### config.mk
export PLATFORM = sky130hd
export DESIGN_NAME = bnn_xnor_accum_flat
export DESIGN_NICKNAME = d
export VERILOG_FILES = /design/src/rtl/bnn_xnor_accum_if.sv /design/src/rtl/bnn_xnor_accum.sv /design/src/flat_wrapper.sv
export SDC_FILE = /design/constraint.sdc
export NUM_CORES = 1
export LEC_CHECK = 0
export CORE_ASPECT_RATIO = 1.75
export CORE_MARGIN = 1.5
export CORE_UTILIZATION = 28
export DETAILED_ROUTE_END_ITERATION = 16
export PLACE_DENSITY = 0.46
export SYNTH_ARGS = -nofsm -noshare
export SYNTH_HDL_FRONTEND = slang
export SYNTH_SLANG_ARGS = --single-unit
### constraint.sdc
create_clock -name clk_in -period 11.45 [get_ports clk_in]
set_clock_uncertainty 0.15 [all_clocks]
set_input_delay 2.8625 -clock clk_in [delete_from_list [all_inputs] [get_ports clk_in]]
set_output_delay 2.8625 -clock clk_in [all_outputs]
set_load 0.03 [all_outputs]
### src/rtl/bnn_xnor_accum_if.sv
// Beat/result bundle between the activation/weight feeders, the BNN
// XNOR-popcount accumulator and the next layer's activation buffer.
interface bnn_xnor_accum_if #(
    parameter int VEC_W = 9,
    parameter int ACC_W = 8
);
    logic                    in_valid;
    logic                    in_last;
    logic [VEC_W-1:0]        activation_in;
    logic [VEC_W-1:0]        weight_in;
    logic [VEC_W-1:0]        skip_in;
    logic signed [ACC_W-1:0] threshold_in;
    logic signed [ACC_W-1:0] psum_out;
    logic                    bit_out;
    logic                    sat_out;
    logic                    out_valid;

    modport master (
        output in_valid, in_last, activation_in, weight_in, skip_in, threshold_in,
        input  psum_out, bit_out, sat_out, out_valid
    );

    modport slave (
        input  in_valid, in_last, activation_in, weight_in, skip_in, threshold_in,
        output psum_out, bit_out, sat_out, out_valid
    );
endinterface

### src/rtl/bnn_xnor_accum.sv
// Masked XNOR-popcount (+/-1 dot product) accumulated over in_last-delimited
// channel groups; emits a clamped signed partial sum and its binarised bit.
module bnn_xnor_accum #(
    parameter int VEC_W = 9,
    parameter int ACC_W = 8
) (
    input  logic               clk_in,
    input  logic               reset_in,
    bnn_xnor_accum_if.slave    bus
);
    localparam int PCW    = $clog2(VEC_W + 1);
    localparam int STAGES = 2;

    localparam logic signed [ACC_W-1:0] ACC_MAX = {1'b0, {(ACC_W-1){1'b1}}};
    localparam logic signed [ACC_W-1:0] ACC_MIN = {1'b1, {(ACC_W-1){1'b0}}};

    function automatic logic [PCW-1:0] popcnt(input logic [VEC_W-1:0] v);
        logic [PCW-1:0] n;
        n = '0;
        for (int i = 0; i < VEC_W; i++) n = n + PCW'(v[i]);
        return n;
    endfunction

    // Beat arithmetic, purely combinational off the inputs
    logic [PCW-1:0]          match_c, active_c;
    logic signed [PCW+1:0]   diff_c;
    logic signed [ACC_W-1:0] contrib_c;

    always_comb begin
        match_c   = popcnt(~(bus.activation_in ^ bus.weight_in) & ~bus.skip_in);
        active_c  = PCW'(VEC_W) - popcnt(bus.skip_in);
        diff_c    = $signed({1'b0, match_c, 1'b0}) - $signed({2'b00, active_c});
        contrib_c = ACC_W'(diff_c);
    end

    logic [STAGES:1]         vld_pipe;
    logic signed [ACC_W-1:0] contrib_s1, thr_s1;
    logic                    last_s1, last_s2;

    logic signed [ACC_W-1:0] acc;
    logic                    grp_sat;
    logic signed [ACC_W-1:0] res_sum;
    logic                    res_bit, res_sat;

    // One guard bit is enough: |contrib| <= VEC_W fits in ACC_W
    logic signed [ACC_W:0]   sum_w;
    logic signed [ACC_W-1:0] sum_c;
    logic                    clamp_c;

    always_comb begin
        sum_w   = {acc[ACC_W-1], acc} + {contrib_s1[ACC_W-1], contrib_s1};
        clamp_c = sum_w[ACC_W] ^ sum_w[ACC_W-1];
        sum_c   = sum_w[ACC_W-1:0];
        if (clamp_c) sum_c = sum_w[ACC_W] ? ACC_MIN : ACC_MAX;
    end

    always_ff @(posedge clk_in) begin
        if (reset_in) begin
            vld_pipe      <= '0;
            contrib_s1    <= '0;
            thr_s1        <= '0;
            last_s1       <= 1'b0;
            last_s2       <= 1'b0;
            acc           <= '0;
            grp_sat       <= 1'b0;
            res_sum       <= '0;
            res_bit       <= 1'b0;
            res_sat       <= 1'b0;
            bus.psum_out  <= '0;
            bus.bit_out   <= 1'b0;
            bus.sat_out   <= 1'b0;
            bus.out_valid <= 1'b0;
        end else begin
            vld_pipe <= {vld_pipe[STAGES-1:1], bus.in_valid};

            if (bus.in_valid) begin
                contrib_s1 <= contrib_c;
                thr_s1     <= bus.threshold_in;
                last_s1    <= bus.in_last;
            end

            // Stage 2: accumulate; a last beat closes the group and resets acc
            if (vld_pipe[1]) begin
                last_s2 <= last_s1;
                if (last_s1) begin
                    res_sum <= sum_c;
                    res_bit <= (sum_c >= thr_s1);
                    res_sat <= grp_sat | clamp_c;
                    acc     <= '0;
                    grp_sat <= 1'b0;
                end else begin
                    acc     <= sum_c;
                    grp_sat <= grp_sat | clamp_c;
                end
            end

            bus.out_valid <= vld_pipe[2] & last_s2;
            if (vld_pipe[2] && last_s2) begin
                bus.psum_out <= res_sum;
                bus.bit_out  <= res_bit;
                bus.sat_out  <= res_sat;
            end
        end
    end
endmodule
### src/flat_wrapper.sv
// flat-port wrapper written by rule: the top's interface ports become plain ports
module bnn_xnor_accum_flat 
#(
    parameter int VEC_W = 9,
    parameter int ACC_W = 8
)
  (clk_in, reset_in, bus_in_valid, bus_in_last, bus_activation_in, bus_weight_in, bus_skip_in, bus_threshold_in, bus_psum_out, bus_bit_out, bus_sat_out, bus_out_valid);
  bnn_xnor_accum_if #(.VEC_W(VEC_W), .ACC_W(ACC_W)) bus_i ();
  input  logic clk_in;
  input  logic reset_in;
  input wire logic [$bits(bus_i.in_valid)-1:0] bus_in_valid;
  input wire logic [$bits(bus_i.in_last)-1:0] bus_in_last;
  input wire logic [$bits(bus_i.activation_in)-1:0] bus_activation_in;
  input wire logic [$bits(bus_i.weight_in)-1:0] bus_weight_in;
  input wire logic [$bits(bus_i.skip_in)-1:0] bus_skip_in;
  input wire logic [$bits(bus_i.threshold_in)-1:0] bus_threshold_in;
  output wire logic [$bits(bus_i.psum_out)-1:0] bus_psum_out;
  output wire logic [$bits(bus_i.bit_out)-1:0] bus_bit_out;
  output wire logic [$bits(bus_i.sat_out)-1:0] bus_sat_out;
  output wire logic [$bits(bus_i.out_valid)-1:0] bus_out_valid;
  assign bus_i.in_valid = bus_in_valid;
  assign bus_i.in_last = bus_in_last;
  assign bus_i.activation_in = bus_activation_in;
  assign bus_i.weight_in = bus_weight_in;
  assign bus_i.skip_in = bus_skip_in;
  assign bus_i.threshold_in = bus_threshold_in;
  assign bus_psum_out = bus_i.psum_out;
  assign bus_bit_out = bus_i.bit_out;
  assign bus_sat_out = bus_i.sat_out;
  assign bus_out_valid = bus_i.out_valid;
  bnn_xnor_accum #(.VEC_W(VEC_W), .ACC_W(ACC_W)) u_core (.clk_in(clk_in), .reset_in(reset_in), .bus(bus_i));
endmodule
==> flow_summary.ini <==
[sta]
finalSetupTns_ns = 0
final_max_slew_viol_count = 0
max_freq_mhz = 142
post-route-min-period_ns = 7.06
worstMarginPinSlew_ns = 0.923
max_slew_margin_pct = 38.3
rsz0062_at_grt = false
hold_viol = 0
setup_viol = 0
worst_slack_ns = 4.39
hold-worst-slack_ns = 0.304
min_period_over_period_pct = 61.7

[floorplanning]
core_mm2 = 0.0108
die_area_mm2 = 0.0118
fp.dieH_um = 143
die_x_um = 82.9
initial_core_util_pct = 29.1
rows = 50
io_pins = 50

[detailed_routing]
vias = 2378
routed_wl_um = 6870
drtAntennaViolNets = 0
via_per_inst = 4.72
wl_per_cell_um = 13.6
dr.pass1.iters = 4
first_iter_violations = 101
drc = 0

[place]
dp_slack_ns = 4.04
io_buffers = 49
dp_hpwl_um = 5730
dp_cells = 496
place_area_mm2 = 0.00373
place.gp.congestion = 0.806

[synth]
syn_area_per_cell_um2 = 9.59
seq_area_frac_synth_pct = 30.7
yosysTopAreaCell = dfxtp_1
synthCells = 326
syn_area_mm2 = 0.00313
netlist-cell-type-count = 52
synthTopCellsByArea = dfxtp_1, ha_1, fa_1
yosys-top-cells-count = dfxtp_1, ha_1, inv_1, nand2_1
synth-main-ff-cell = dfxtp_1
synth_edf_count = 0
yosys_warnings = 0
synthArstFlopShare_pct = 0
synth_nets = 408
synth_top_area_share_pct = 30.7
ys_ff_latch = 48
yosysMostFrequentCell = dfxtp_1

[setup_path]
cp-start-kind = input port
cp-endpoint = u_core.contrib_s1[4]
crit_arrival_ns = 7.14
cp.depth = 17
path_buf_inv = 3
crit_type = input port to flip-flop
startpoint = bus_weight_in[0]
end_kind = flip-flop
reg2reg_setup_slack_ns = 7.81
worstReg2RegEnd = u_core.res_bit
path_common_cell = fa_1
crit_required_ns = 11.53
slowest_stage = fa_1
cpPeakStageDelay_ns = 0.55
reg2reg_from = u_core.acc[1]
reg2regPathDepth = 12
path_delay_family = adder cells
path_cells = clkdlybuf4s50_1, xor2_1, nor2_1, ha_1, inv_1, fa_1, fa_1, fa_1, inv_1, ha_1, fa_1, ha_1, a21o_1, a21oi_1, xor2_1, mux2i_1, nor2_1
cp_max_fo = 3

[grt]
antenna_found_initial = 0
grt.overflow.total = 0
grt_pass1_wl_um = 11200
grt_usage_pct = 11.9
grt_pass1_vias = 2294
grt_max_degree = 37

[min_path]
min_path_cells = 2
hold_path_class = flip-flop to flip-flop

[cts]
cts_root_buffer = clkbuf_16
cts.clk_slew.worst_paths_ns = 0.07
cts_setup_buffers = 0
cts_buffer_depth = 2
cts_resized = 0
clkSinkCount = 48
holdBufCountCts = 0
cts_max_level = 2
cts_tree = yes
clk_latency_ns = 0.29
cts-buffers-inserted = 5

[finish]
areaGrowthSynthToFinish_pct = 25.6
design_area_mm2 = 0.00393
fin_util_pct = 36.5
layout.nets = 455
layout-drive-gt1-share_pct = 7.22
post_layout_nonfiller_instances = 504
fill_cells = 1136
n_antenna_cell = 0

[power_and_ir_drop]
power_uw = 788
power.density_mw_per_mm2 = 201
ir_drop_uv = 78.5
leakage_nw = 1.64

[run]
max-cap-violations = 0

[status]
status = finished, final reports clean
==> how the worst min path moves through the flow <==
stage | start | to | slack, ns
after global routing | u_core.res_sum[4] | u_core.bus.psum_out[4] | 0.32
after global placement | u_core.bus.psum_out[5] | u_core.bus.psum_out[5] | 0.29
after detailed placement | u_core.bus.psum_out[6] | u_core.bus.psum_out[6] | 0.30
after floorplan | u_core.res_bit | u_core.bus.bit_out | 0.28
final | u_core.bus.psum_out[7] | u_core.bus.psum_out[7] | 0.30
after CTS | u_core.res_sum[4] | u_core.bus.psum_out[4] | 0.30
==> power breakdown <==
group,internal (mW),switching [mW]
Sequential,0.189,0.0151
Clock,0.126,0.0650
Combinational,0.179,0.214
==> metal layers <==
metal  GRT usage (%)  wire length (um)
met4            4.82               133
met3            1.62               139
met1            11.7              2560
met5               0                 0
met2            24.4              4040
==> area by class of cell <==
| type | instances | area, um2 | share of cell area, % |
|---|---|---|---|
| inverters | 28 | 108 | 2.74 |
| multi-input cells | 240 | 2000 | 51.0 |
| repair buffers | 50 | 498 | 12.7 |
| clock inverters | 3 | 68.8 | 1.75 |
| clock buffers | 5 | 125 | 3.19 |
| well taps | 130 | 163 | 4.14 |
| flip-flops and latches | 48 | 961 | 24.5 |
==> worst min-delay path, stage by stage (launching register included) <==
cell     delay [ns]
dfxtp_1        0.31
nand2_1        0.05
a21oi_1        0.05
==> cells in the final DEF, fill, tap and decap left out, types with 5 or more instances in the layout <==
cell and instances:
a221o_1 12, dfxtp_1 48, ha_1 32, clkbuf_16 5
mux2i_1 13, a21o_1 5, clkdlybuf4s50_1 49, nand2b_1 9
a21oi_1 25, nand2_1 27, nor2b_1 5, xor2_1 6
xnor2_1 11, inv_1 27, fa_1 11, nor2_1 25
nor3_1 7
==> registers in the layout, indices dropped and copies added, names as in the netlist <==
| signal | count |
|---|---|
| u_core.thr_s1 | 8 |
| u_core.last_s2 | 1 |
| u_core.res_sat | 1 |
| u_core.res_bit | 1 |
| u_core.acc | 8 |
| u_core.last_s1 | 1 |
| u_core.bus.out_valid | 1 |
| u_core.res_sum | 8 |
| u_core.grp_sat | 1 |
| u_core.vld_pipe | 2 |
| u_core.bus.sat_out | 1 |
| u_core.bus.bit_out | 1 |
| u_core.bus.psum_out | 8 |
| u_core.contrib_s1 | 6 |
==> cells by family (layout without fill, tap and decap cells) <==
kind of cell	Yosys count	count (layout)	share of synthesized area [%]
compound gates	73	73	18.9
xor+xnor	17	17	4.76
flops	48	48	30.7
fa+ha+maj	47	47	21.1
mux	13	13	4.16
simple gates	90	90	15.1
buf+inv	38	86	5.20
(Power assumes the default switching activity.)
